==> config.mk <==
export PLATFORM = sky130hd
export DESIGN_NAME = snell_numerator
export DESIGN_NICKNAME = d
export VERILOG_FILES = /design/src/rtl/snell_numerator.sv
export SDC_FILE = /design/constraint.sdc
export NUM_CORES = 1
export LEC_CHECK = 0
export ABC_AREA = 0
export CORE_UTILIZATION = 48
export DETAILED_ROUTE_END_ITERATION = 12
export PLACE_DENSITY = 0.69
export SYNTH_ARGS = -nofsm -noshare
export SYNTH_HDL_FRONTEND = slang
export SYNTH_SLANG_ARGS = --single-unit
==> constraint.sdc <==
create_clock -name clk -period 3.6 [get_ports clk]
set_clock_uncertainty 0.15 [all_clocks]
set_input_delay 0.36 -clock clk [delete_from_list [all_inputs] [get_ports clk]]
set_output_delay 0.36 -clock clk [all_outputs]
set_load 0.1 [all_outputs]
==> src/rtl/snell_numerator.sv <==
// Sequential shift-add multiplier forming n1*sin(theta1) in unsigned Q(WIDTH-FRAC).FRAC, saturating on overflow.
// Optional round-half-up before saturation when SNELL_NUM_ROUND_EN is defined; latency is WIDTH+1 cycles either way.
module snell_numerator #(
  parameter int WIDTH = 13,
  parameter int FRAC  = 12
) (
  input  logic             clk,
  input  logic             rst,
  input  logic             start,
  input  logic [WIDTH-1:0] n1,
  input  logic [WIDTH-1:0] sin_t1,
  output logic             busy,
  output logic             done,
  output logic [WIDTH-1:0] product,
  output logic             ovf
);

  localparam int CW = $clog2(WIDTH + 1);
  localparam logic [CW-1:0]    LAST = CW'(WIDTH - 1);
  localparam logic [WIDTH-1:0] MAX  = {WIDTH{1'b1}};

  typedef enum logic [1:0] {
    IDLE,
    MUL,
    FIN
  } state_t;

  state_t               state_q, state_d;
  logic [2*WIDTH-1:0]   acc_q, acc_d;
  logic [2*WIDTH-1:0]   mcand_q, mcand_d;
  logic [WIDTH-1:0]     mplier_q, mplier_d;
  logic [CW-1:0]        cnt_q, cnt_d;
  logic                 busy_q, busy_d;
  logic                 done_q, done_d;
  logic [WIDTH-1:0]     product_q, product_d;
  logic                 ovf_q, ovf_d;

  logic [2*WIDTH:0]     full_adj;
  logic [2*WIDTH:0]     scaled;
  logic                 sat;

  // One extra bit keeps the rounding carry visible to the saturation test.
`ifdef SNELL_NUM_ROUND_EN
  localparam logic [2*WIDTH:0] HALF = (2*WIDTH+1)'(1) << (FRAC - 1);
  assign full_adj = {1'b0, acc_q} + HALF;
`else
  assign full_adj = {1'b0, acc_q};
`endif

  assign scaled = full_adj >> FRAC;
  assign sat    = |scaled[2*WIDTH:WIDTH];

  always_comb begin
    state_d   = state_q;
    acc_d     = acc_q;
    mcand_d   = mcand_q;
    mplier_d  = mplier_q;
    cnt_d     = cnt_q;
    busy_d    = busy_q;
    done_d    = 1'b0;
    product_d = product_q;
    ovf_d     = ovf_q;
    case (state_q)
      IDLE: begin
        if (start) begin
          mcand_d  = {{WIDTH{1'b0}}, n1};
          mplier_d = sin_t1;
          acc_d    = '0;
          cnt_d    = '0;
          busy_d   = 1'b1;
          state_d  = MUL;
        end
      end
      MUL: begin
        // LSB-first over the latched multiplier; multiplicand walks left.
        if (mplier_q[0]) acc_d = acc_q + mcand_q;
        mcand_d  = mcand_q << 1;
        mplier_d = mplier_q >> 1;
        cnt_d    = cnt_q + CW'(1);
        if (cnt_q == LAST) state_d = FIN;
      end
      FIN: begin
        product_d = sat ? MAX : scaled[WIDTH-1:0];
        ovf_d     = sat;
        done_d    = 1'b1;
        busy_d    = 1'b0;
        state_d   = IDLE;
      end
      default: state_d = IDLE;
    endcase
  end

  always_ff @(posedge clk or posedge rst) begin
    if (rst) begin
      state_q   <= IDLE;
      acc_q     <= '0;
      mcand_q   <= '0;
      mplier_q  <= '0;
      cnt_q     <= '0;
      busy_q    <= 1'b0;
      done_q    <= 1'b0;
      product_q <= '0;
      ovf_q     <= 1'b0;
    end else begin
      state_q   <= state_d;
      acc_q     <= acc_d;
      mcand_q   <= mcand_d;
      mplier_q  <= mplier_d;
      cnt_q     <= cnt_d;
      busy_q    <= busy_d;
      done_q    <= done_d;
      product_q <= product_d;
      ovf_q     <= ovf_d;
    end
  end

  assign busy    = busy_q;
  assign done    = done_q;
  assign product = product_q;
  assign ovf     = ovf_q;

endmodule

==> qor.yml <==
cts:
  clock_path_buffers: 2
  clkLatencyLatePin_ns: 0.36
  cts-htree-levels: 3
  clkSlewWorstSetupHoldPaths_ns: 0.09
  number_of_clock_sinks_seen_by_cts: 87
  post-cts-setup-buffers: 0
  tritoncts: "built"
  postCtsHoldBufs: 0
  post_cts_resize_count: 0
  master_cell_of_the_clock_root_buffer: "clkbuf_8"
  cts-buffers-inserted: 9
yosys:
  number_of_enable_type_register_cells_in_the_synthesized_netlist: 0
  yosys_most_used_dff: "dfrtp_1"
  synthesis.area_per_instance_sq_um: 8.84
  netlist-cell-type-count: 59
  yosys-top-cells-area: "dfrtp_1 45%, ha_1 7.0%, nand2_1 7.0%, nor2_1 5.6%, o21ai_0 4.8%"
  synth_warnings: 0
  synthCells: 548
  mappedNetlistNets: 605
  synth_top_cells_by_count: "90 x nand2_1, 87 x dfrtp_1, 72 x nor2_1"
  post_synth_instance_area_sq_um: 4840
  cell_with_the_most_instances_after_synthesis: "nand2_1"
  yosys_register_bits: 87
  synth_top_cell_area_share_pct: 45.0
  synth-seq-area-share_pct: 45.0
  synth_largest_area_cell: "dfrtp_1"
  async_flop_share_pct: 100
routing:
  dr.pass1.iters: 5
  wl_per_cell_um: 15.3
  detail_route.iter0.violations: 191
  drc: 0
  postRouteAntennaNets: 0
  totalWireLength_um: 11100
  post_drt_via_cell_ratio: 5.65
  route.vias.total: 4076
place:
  gp_congestion: 0.886
  detailedPlacementHpwl_um: 7780
  dpl.cell_count: 706
  dp_slack_ns: 0.823
  placement.io_buffers: 44
setup_path:
  timing.critical_path.slowest_cell_delay_ns: 0.40
  worstSetupStartpointType: "flip-flop"
  rrSetupSlack_ns: 0.77
  required_ns: 3.71
  crit_path_top_delay_cell: "fa_1"
  critical_path.top_delay_family: "compound AO/OA/AOI/OAI gates"
  largest_fanout_of_any_net_on_the_critical_path: 4
  crit_type: "flip-flop to flip-flop"
  cp.buffers_inverters: 1
  crit_arrival_ns: 2.93
  crit_path_cell_trace: "ha_1, inv_1, fa_1, nor2b_1, o21ai_1, a21oi_1, o211ai_1, a211oi_1, o31ai_1, a32o_1"
  critPathCaptureType: "flip-flop"
global_route:
  grt_antenna_before_repair: 0
  grt_pass1_vias: 3992
  grt_start_max_net_pins: 45
  grt_pass1_wl_um: 18900
  grtUsageTotal_pct: 23.2
  grt_overflow_total: 0
sta:
  worst_hold_slack_ns: 0.250
  tightest_slew_ns: 0.965
  max_freq_mhz: 354
  setup_viol: 0
  finalCritPeriodShare_pct: 78.5
  rsz0062_at_grt: "false"
  finalWorstPathRequiredPeriod_ns: 2.83
  finalSetupTns_ns: 0
  post-route-worst-setup-slack_ns: 0.774
  final_hold_violations: 0
  finalMaxSlewViolations: 0
  relSlewSlack_pct: 35.5
cells_and_area:
  flow.area_growth_from_synthesis_pct: 14.7
  area_occupied_by_multi_input_gates_sq_um: 2450
  antenna_cells: 0
  layout.area.seq_sq_um: 2180
  filler_cell_count: 895
  stdcell_count: 722
  post_route_cells_drive_above_1_share_pct: 5.94
  final_net_count: 641
die:
  die_width_um: 102
  fp.coreArea_sq_um: 9770
  floorplan.io_pins: 45
  die_height_um: 102
  fp.dieArea_sq_um: 10500
  initial_utilization_pct: 49.5
  fp-row-count: 36
hold_path:
  holdCritPathClass: "input port to async pin"
outcome:
  outcome: "finished, final reports clean"
run:
  max-cap-violations: 0
## logic make-up after synthesis
logic type,Yosys count,synth area share (%)
XOR/XNOR,16,2.89
adder cells (fa/ha/maj),28,7.39
AO/OA/AOI/OAI,154,20.1
AND/OR/NAND/NOR,218,19.6
multiplexers,3,0.646
flip-flops,87,45.0
buffers and inverters,42,4.39
## registers in the layout (all words and copies together), names as in the netlist
signal	flops
cnt_q	4
done	1
product	13
ovf	1
mcand_q	26
busy	1
acc_q	26
mplier_q	13
state_q	2
## metal layers
metal	up-vias	track usage, %	routed length [um]
li1	2006	-	-
met1	1947	31.6	5370
met2	104	37.1	5080
met3	19	3.28	382
met4	0	9.45	227
met5	-	0	0
## layout by cell type (no fill, tap or decap), types with 10 or more instances in the layout
cell type,netlist,final
nor2_1,72,72
a21oi_1,29,29
o21ai_0,46,46
nand2_1,90,90
a21o_1,10,10
inv_1,14,13
clkdlybuf4s50_1,0,44
dfrtp_1,87,87
o22ai_1,25,25
nand3_1,24,24
ha_1,27,27
## final timing paths
check	start	end	cells after the start
worst min-delay path	rst	mcand_q[3]$_DFFE_PP0P_	2
min in group clk	product[5]$_DFFE_PP0P_	product[5]$_DFFE_PP0P_	2
max in group asynchronous	rst	mplier_q[6]$_DFFE_PP0P_	3
worst min register to register	product[5]$_DFFE_PP0P_	product[5]$_DFFE_PP0P_	2
worst max register to register	mcand_q[0]$_DFFE_PP0P_	acc_q[22]$_DFFE_PP0P_	10
worst max-delay path	mcand_q[0]$_DFFE_PP0P_	acc_q[22]$_DFFE_PP0P_	10
## metrics by stage
| step | instance area [sq um] | utilization, % |
|---|---|---|
| finish | 5550 | 56.8 |
| detailed placement | 5360 | 54.8 |
| global placement | 5360 | 54.8 |
| CTS | 5550 | 56.8 |
| floorplan | 4840 | - |
| global route | 5550 | 56.8 |
## final cells by class
class / count / area share, %
Timing Repair Buffer: 53 / 9.15
Inverter: 14 / 0.969
Clock inverter: 6 / 1.24
Sequential cell: 87 / 39.2
Tap cell: 133 / 3.00
Multi-Input combinational cell: 419 / 44.2
Clock buffer: 10 / 2.30
## worst register-to-register path: cells and delay by family (launching register included)
family	cells	cell delay, ns
AND/OR/NAND/NOR	1	0.13
buffers and inverters	1	0.07
flip-flops	1	0.39
adder cells (fa/ha/maj)	2	0.63
AO/OA/AOI/OAI	6	1.34
Power is left out: the tool's default activity adds up to more than one toggle a clock period on the data nets, which glitch-free logic cannot reach.
